$ cat config.mk
export PLATFORM = sky130hd
export DESIGN_NAME = result_register_module
export DESIGN_NICKNAME = d
export VERILOG_FILES = /design/src/rtl/result_register_module.sv
export SDC_FILE = /design/constraint.sdc
export NUM_CORES = 2
export LEC_CHECK = 0
export BUFFER_PORTS_ARGS = -buffer_cell sky130_fd_sc_hd__buf_2
export CORE_AREA = 2 2 439 441
export CTS_BUF_LIST = sky130_fd_sc_hd__clkbuf_2
export DETAILED_ROUTE_END_ITERATION = 10
export DIE_AREA = 0 0 441 443
export PLACE_DENSITY = 0.84
export SYNTH_ARGS = -nofsm -noshare
export SYNTH_HDL_FRONTEND = slang
export SYNTH_SLANG_ARGS = --single-unit
$ cat constraint.sdc
create_clock -name clk -period 31.3 [get_ports clk]
set_input_delay 1.565 -clock clk [delete_from_list [all_inputs] [get_ports clk]]
set_output_delay 1.565 -clock clk [all_outputs]
set_load 0.02 [all_outputs]
$ cat src/rtl/result_register_module.sv
// Result return path: collects 1-3 word results from the GF(2^m) units into one slot per op,
// and streams a completed slot back to the sequencer word by word.
module result_register_module #(
    parameter int unsigned DATA = 256
) (
    input  logic            clk,
    input  logic            rst,
    input  logic [9:0]      Polynomial_Length,
    input  logic            res_valid,
    input  logic [2:0]      res_op,
    input  logic [DATA-1:0] res_data,
    output logic            res_ready,
    input  logic            rd_req,
    input  logic [2:0]      rd_op,
    output logic            rd_valid,
    output logic [DATA-1:0] rd_data,
    output logic            rd_last,
    output logic [3:0]      done,
    output logic            rd_err,
    output logic            ovf
);

    localparam int unsigned SLOTS = 4;
    localparam int unsigned WORDS = 3;
    localparam logic [2:0]  MUL   = 3'd1;
    localparam logic [2:0]  SQR   = 3'd2;
    localparam logic [2:0]  INV   = 3'd3;
    localparam logic [2:0]  XOR   = 3'd4;

    typedef enum logic {IDLE, SEND} state_t;

    function automatic logic op_valid(input logic [2:0] op);
        return (op == MUL) || (op == SQR) || (op == INV) || (op == XOR);
    endfunction

    function automatic logic [1:0] word_count(input logic [9:0] pl);
        if (!pl[9]) return 2'd1;
        if (!pl[5]) return 2'd2;
        return 2'd3;
    endfunction

    // Only bits 9 and 5 of the field degree select the word count.
    logic unused_pl;
    assign unused_pl = ^{Polynomial_Length[8:6], Polynomial_Length[4:0]};

    logic [DATA-1:0] mem   [SLOTS][WORDS];
    logic [1:0]      wr_idx[SLOTS];
    logic [1:0]      n_lat [SLOTS];

    state_t          state, state_d;
    logic [1:0]      rd_slot, rd_slot_d;
    logic [1:0]      rd_idx, rd_idx_d;
    logic            rd_valid_d, rd_last_d, rd_err_d;
    logic [DATA-1:0] rd_data_d;
    logic [3:0]      clr_done;

    logic            wr_ok, wr_fire, wr_last;
    logic [1:0]      wr_slot, n_eff;

    // The slot being streamed out is frozen against writes; all others stay open.
    assign res_ready = !rst && !(state == SEND && res_op == (3'(rd_slot) + 3'd1));

    assign wr_ok   = op_valid(res_op);
    assign wr_fire = res_valid && res_ready && wr_ok;
    assign wr_slot = 2'(res_op - 3'd1);
    // Word count is taken fresh only on the first word of a collection.
    assign n_eff   = (wr_idx[wr_slot] == 2'd0) ? word_count(Polynomial_Length) : n_lat[wr_slot];
    assign wr_last = (wr_idx[wr_slot] + 2'd1) == n_eff;

    always_ff @(posedge clk) begin
        if (wr_fire) mem[wr_slot][wr_idx[wr_slot]] <= res_data;
    end

    // Per-slot collection state, done flags and sticky overflow.
    always_ff @(posedge clk or posedge rst) begin
        if (rst) begin
            for (int k = 0; k < SLOTS; k++) begin
                wr_idx[k] <= 2'd0;
                n_lat[k]  <= 2'd0;
            end
            done <= 4'd0;
            ovf  <= 1'b0;
        end else begin
            for (int k = 0; k < SLOTS; k++) begin
                if (clr_done[k]) done[k] <= 1'b0;
            end
            if (res_valid && res_ready && !wr_ok) ovf <= 1'b1;
            if (wr_fire) begin
                if (done[wr_slot]) ovf <= 1'b1;
                n_lat[wr_slot] <= n_eff;
                if (wr_last) begin
                    done[wr_slot]   <= 1'b1;
                    wr_idx[wr_slot] <= 2'd0;
                end else begin
                    done[wr_slot]   <= 1'b0;
                    wr_idx[wr_slot] <= wr_idx[wr_slot] + 2'd1;
                end
            end
        end
    end

    always_ff @(posedge clk or posedge rst) begin
        if (rst) begin
            state    <= IDLE;
            rd_slot  <= 2'd0;
            rd_idx   <= 2'd0;
            rd_valid <= 1'b0;
            rd_data  <= '0;
            rd_last  <= 1'b0;
            rd_err   <= 1'b0;
        end else begin
            state    <= state_d;
            rd_slot  <= rd_slot_d;
            rd_idx   <= rd_idx_d;
            rd_valid <= rd_valid_d;
            rd_data  <= rd_data_d;
            rd_last  <= rd_last_d;
            rd_err   <= rd_err_d;
        end
    end

    // Read sequencer: done is sampled before the edge, so a same-edge completion is refused.
    always_comb begin
        state_d    = state;
        rd_slot_d  = rd_slot;
        rd_idx_d   = rd_idx;
        rd_valid_d = 1'b0;
        rd_data_d  = '0;
        rd_last_d  = 1'b0;
        rd_err_d   = 1'b0;
        clr_done   = 4'd0;
        case (state)
            IDLE: begin
                if (rd_req) begin
                    if (op_valid(rd_op) && done[2'(rd_op - 3'd1)]) begin
                        state_d   = SEND;
                        rd_slot_d = 2'(rd_op - 3'd1);
                        rd_idx_d  = 2'd0;
                    end else begin
                        rd_err_d = 1'b1;
                    end
                end
            end
            SEND: begin
                rd_valid_d = 1'b1;
                rd_data_d  = mem[rd_slot][rd_idx];
                if (rd_idx == n_lat[rd_slot] - 2'd1) begin
                    rd_last_d         = 1'b1;
                    state_d           = IDLE;
                    clr_done[rd_slot] = 1'b1;
                end else begin
                    rd_idx_d = rd_idx + 2'd1;
                end
            end
            default: state_d = IDLE;
        endcase
    end

endmodule

## After elaboration in Yosys (flattened, before gate mapping)

Memory sizes are Yosys's and may differ from the RTL's.
Index checks and enable logic that the tools add are counted.

- Magnitude comparators: 11
- Reductions and logical operators: 22
- $add $sub $neg: 6
- Bitwise operators: 10
- Equality and inequality tests: 14
- Mux-type cells: 62

Operators by type and width:

| cell | count |
|---|---|
| 2-to-1 mux 256 bit | 4 |
| 2-to-1 mux 768 bit | 1 |
| binary-select mux 256 bit (select 2 bit) | 1 |
| demux 256 bit (select 2 bit) | 1 |
| 2-to-1 mux 2 bit | 15 |
| 2-to-1 mux 1 bit | 23 |
| bitwise mux 8 bit | 2 |
| 2-to-1 mux 4 bit | 4 |
| binary-select mux 2 bit (select 2 bit) | 3 |
| == test 3 x 2 -> 1 bit, second input constant | 4 |
| >= comparator 3 bit, second input constant | 4 |
| inverter 2 -> 3 bit | 4 |
| logical AND 1 bit | 10 |
| less-than comparator 2 x 3 -> 1 bit, second input constant | 3 |
| bitwise AND 8 bit | 1 |
| 2-to-1 mux 8 bit | 1 |
| inverter 8 bit | 1 |
| == test 3 x 1 -> 1 bit, second input constant | 2 |
| == test 3 bit, second input constant | 2 |
| logical OR 1 bit | 6 |
| less-than comparator 3 x 1 -> 1 bit, second input constant | 2 |
| inequality test 2 bit, second input constant | 3 |
| AND reduction 3 bit | 2 |
| subtractor 2 x 1 -> 2 bit, second input constant | 3 |
| other kinds (16) | 23 |

- Output and inout bits: 265
- Bits in registers: 285
- Memories: 1
- Input port bits: 276
- Logic and storage cells: 143
- Memory bits (writable): 3072

Memories:

| name | words | width | read ports | clocked after Yosys merged registers in | write ports | line | text |
|---|---|---|---|---|---|---|---|
| mem | 4 | 768 | 1 | 0 | 1 | 46 | `logic [DATA-1:0] mem [SLOTS][WORDS];` |

## Depth between registers and ports, before layout

- Word-level depth: 12
- Mapped depth: 11
- Depth with buffers taken out: 9

## Worst setup path before layout

OpenSTA, ideal clock, no wires.

- Path type: in2reg
- Start point: input res_op[0]
- End point: memory mem[0][512] in the netlist's numbering (enable)
- Required time: 30.422 ns
- Cell stages on the path: 9
- Slack: 16.552 ns
- Buffers on the path: 2
- Arrival: 13.870 ns
- Setup time: 0.878 ns
- Cells stage by stage: buf_2 inv_1 ha_1 mux4_2 buf_2 inv_1 ha_1 clkinv_1 nor2_1

- Word-level cells in the longest chain between the ends: 11
- Elaborated cells on any way between the ends: 26
- Those cells by class: 1 x add/sub; 2 x order compare; 5 x eq/ne; 7 x mux; 2 x bitwise; 9 x reduce/logical

Ends and longest elaborated chain:

| item | line | text |
|---|---|---|
| from (decl) | 10 | `input logic [2:0] res_op,` |
| subtractor 2 x 1 -> 2 bit | 65 | `assign wr_slot = 2'(res_op - 3'd1);` |
| inverter 2 -> 3 bit (not written as such) | 71 | `if (wr_fire) mem[wr_slot][wr_idx[wr_slot]] <= res_data;` |
| binary-select mux 2 bit (select 2 bit) | 71 |  |
| 2-to-1 mux 2 bit (not written as such) (2 in a row) | 71 |  |
| inverter 2 -> 3 bit (not written as such) | 71 |  |
| >= comparator 3 bit (not written as such) or less-than comparator 3 x 1 -> 1 bit (tied branches) | 71 |  |
| logical AND 1 bit (not written as such) | 71 |  |
| 2-to-1 mux 256 bit (not written as such) | 71 |  |
| demux 256 bit (select 2 bit) | 71 |  |
| 2-to-1 mux 768 bit (not written as such) | 71 |  |
| to (decl) | 46 |  |

Several ways; a longest one is shown, not always the timed one. The select of a mux whose other input is x is not followed.

## Worst setup path after layout

- Start point: register rd_slot[0]
- End point: memory mem[3][160] in the netlist's numbering (enable)

- Word-level cells in the longest chain between the ends: 9

Ends and longest elaborated chain:

| item | line | text |
|---|---|---|
| from (decl) | 51 | `logic [1:0] rd_slot, rd_slot_d;` |
| from (signal assigned) | 113 | `rd_slot <= rd_slot_d;` |
| adder 2 x 1 -> 3 bit | 61 | `assign res_ready = !rst && !(state == SEND && res_op == (3'(rd_slot) + 3'd1));` |
| == test 3 bit | 61 |  |
| logical AND 1 bit | 61 |  |
| zero test 1 bit | 61 |  |
| logical AND 1 bit | 61 |  |
| logical AND 1 bit (2 in a row) | 64 | `assign wr_fire = res_valid && res_ready && wr_ok;` |
| 2-to-1 mux 1 bit | 71 |  |
| 2-to-1 mux 768 bit (not written as such) | 71 |  |

Every way passes these cells.

==> metrics.md <==
| Metric | Value |
|---|---|
| Status | complete, no violations |
| Post-Syn Instances | ~5400 |
| Root buf cell | clkbuf_2 |
| Post-CTS Setup Bufs | 0 |
| Layout area overhead | 12.6% |
| Cell Pwr Density | roughly 77 mW/mm^2 |
| Fin crit share | 0.229 |
| Count leader, synth | edfxtp_1 |
| Crit Path Max Fanout | between 80 and 90 |
| H-tree Lvls | 6 |
| Area share of the largest cell type after synthesis | 0.737 |
| Clock-pin slew on the worst setup and hold paths | about 0.11 ns |
| DRT antenna net count | 0 |
| RSZ-0062 raised after global routing | no |
| Cell Chain, Critical Path | buf_12, inv_1, ha_1, xnor2_1, nand4_1, and3_4, buf_4, buf_4, buf_4, buf_4 |
| Num CTS Buffers | 775 |
| Worst skew pair latency | 1.98 ns |
| Grt met3 use | 0.0655 |
| Final setup fails | 0 |
| Hold slack | between 0.3 and 0.4 ns |
| Slew Viols, Final | 0 |
| Netlist cell types | between 40 and 50 |
| CP endpoint kind | flip-flop |
| Die Y-Extent | 443 um |
| Die Footprint | a little under 0.2 mm^2 |
| Die Wd | between 400 and 500 um |
| Starting Density | 0.654 |
| Hold Crit Class | primary input to asynchronous set/reset pin |
| Data arrival, critical path | between 8 and 9 ns |
| Asr flop ratio synth | 0.0849 |
| Fraction of layout cells with a size suffix above 1 | 0.364 |
| Post-synth top cells | edfxtp_1 (3072), mux4_2 (776), dfrtp_1 (285), mux2i_1 (262), nor2_1 (261) |
| RR Startpoint | rd_slot[0]$_DFFE_PP0P_ |
| Worst R2R Path Depth | 10 |
| Global route hottest layer | met2 |
| M2 GR Usage | 0.501 |
| Grt ovf | 0 |
| EDFF count, synth | 3072 |
| Initial antenna violation count | 50 |
| Pre-CTS WS | between 20 and 25 ns |
| GR Util All Layers | 0.301 |
| GR Util met1 | 0.382 |
| FILL cells | between 10000 and 15000 |
| Maxcap violations | 0 |
| Max stage delay on crit path | 0.89 ns |
| CTS max path bufs | 4 |
| DR vias | 63300 |
| Largest net degree at the start of global routing | 120 |
| #FFs+latches synth | roughly 3400 |
| Worst Clk Skew | around 0.14 ns |
| Worst slew margin | 0.0231 |
| Initial drt markers | between 7000 and 8000 |
| Routability cong. | between 0.8 and 0.9 |
| WS Path Type | flip-flop to flip-flop |
| Max Freq | 139 MHz |
| Primary FF master, synth | edfxtp_1 |
| Worst slew pin tran | ~1.5 ns |
| I/O pin count | 541 |
| Row cnt | about 160 |
| Worst EP required | ~33 ns |
| Hold Violations, Final | 0 |
| Mapped Area | about 0.13 mm^2 |
| NumNets Final | about 7000 |
| IR drop worst, VDD | 0.0000680 V |
| CTS tree | built |
| Post-CTS Hold Buffers | approximately 270 |
| Core Region | about 0.19 mm^2 |
| First-pass GRT wire length | 426 mm |
| I/O Buffers | between 500 and 600 |
| Final Worst Setup Slack | 24.12 ns |
| Via density | 6.37 |
| Worst path most repeated cell | buf_4 |
| Setup TNS | 0 ns |
| # clock sinks | roughly 3400 |
| Ys Warns | 0 |
| Slowest CP cell | buf_4 |
| Startpoint types | flip-flop |
| DRC | 0 |
| Dpl hpwl | approximately 150 mm |
| Mean Syn Cell Area | about 23 um^2 |
| Vias in the first global route | ~67000 |
| Top cells by area, synth | edfxtp_1 (74%), mux4_2 (14%), dfrtp_1 (5.7%), mux2i_1 (2.1%), a2bb2oi_1 (1.8%) |
| Register area share after synthesis | 0.795 |
| Final critical-path required period | approximately 7.2 ns |
| Detailed Route WL | ~290 mm |
| Syn_nets | 5649 |
| TritonRoute pass-1 iters | 5 |
| WL/cell | between 20 and 30 um |
| Post-synth top area cell | edfxtp_1 |
| Cts repair resizes | 0 |
| Critical Path Start | rd_slot[0]$_DFFE_PP0P_ |
| LEAKAGE | approximately 0.05 uW |
area by class of cell:
cell class,instances,area [um^2],share of cell area
Sequential cell,3357,99400,0.706
Multi-Input combinational cell,1682,24500,0.174
Timing Repair Buffer,892,6290,0.0446
Clock buffer,1189,5950,0.0423
Tap cell,2526,3160,0.0224
Clock inverter,229,1320,0.00938
Antenna cell,47,118,0.000835
Inverter,21,101,0.000720
worst max-delay path, delay by kind of cell (launching register included):
family / cells / cell delay, ns
xor gates and xnor gates: 1 / 0.15
adders and majority gates: 1 / 0.37
buffers and inverters: 6 / 4.03
DFF: 1 / 0.81
and+or+nand+nor: 2 / 1.22
per-layer routing:
metal  wire length, um  vias to the layer above
li1                  -                    25900
met5               172                        -
met4             12700                       26
met1             99800                    32700
met2            151000                     4080
met3             27800                      709
metrics by stage:
stage | util | total power [uW] | std cells | area [um^2]
final | 0.736 | 10800 | 9943 | 141000
after global routing | 0.736 | 11200 | 9927 | 141000
after CTS | 0.736 | 10800 | 9896 | 141000
after detailed placement | 0.684 | 8040 | 8210 | 131000
after global placement | 0.684 | 7960 | 8210 | 131000
after floorplan | - | 7330 | 5354 | 125000
logic make-up (layout without fill, tap and decap cells):
family	count (synthesis)	in the layout	synth area share
other	0	47	0
adders and majority gates	19	19	0.00190
DFF	3357	3357	0.795
and+or+nand+nor	320	320	0.0108
xor gates and xnor gates	8	8	0.000770
buffers and inverters	315	2331	0.0106
muxes	1051	1051	0.162
AOI/OAI and AO/OA	284	284	0.0196
flip-flops by register name (all words and copies together) (netlist names):
register and cells:
state 1, rd_data 256, rd_last 1, rd_err 1, rd_idx 2, rd_slot 2, done 4, n_lat 8
mem 3072, wr_idx 8, rd_valid 1, ovf 1
power by group:
group,leakage (uW),switching [uW],internal [uW]
sequential,0.0315,111,5050
clock,0.00556,1690,1130
combinational,0.0117,1490,1330
final timing paths:
kind	end	slack, ns
hold reg to reg	ovf$_DFF_PP0_	0.48
max in group asynchronous	rd_data[164]$_DFF_PP0_	29.12
setup reg to reg	mem[3][160]$_DFFE_PP_	24.12
hold / removal	rd_data[223]$_DFF_PP0_	0.34
min in group clk	ovf$_DFF_PP0_	0.34
setup / recovery	mem[3][160]$_DFFE_PP_	24.12
cell usage in the layout (no fill, tap or decap), types with 5 or more instances in the layout:
cell           instances
mux2_2                 9
nor2_1               257
and3_4                 8
mux4_2               776
nand4_1                5
edfxtp_1            3072
nand2_1               11
nor4_1                 5
mux2i_1              262
a2bb2oi_1            257
clkinv_1             172
xnor2_1                5
dfrtp_1              282
nand4b_1               5
inv_2                 11
inv_1                 17
diode_2               47
clkinvlp_4             8
ha_1                  19
buf_4                 72
dlygate4sd3_1        268
nand2b_1               6
bufinv_16             15
buf_12                20
clkbuf_2            1189
buf_2                532
o21ai_1                6
clkinv_2              22
Power figures use the tool's default switching activity.
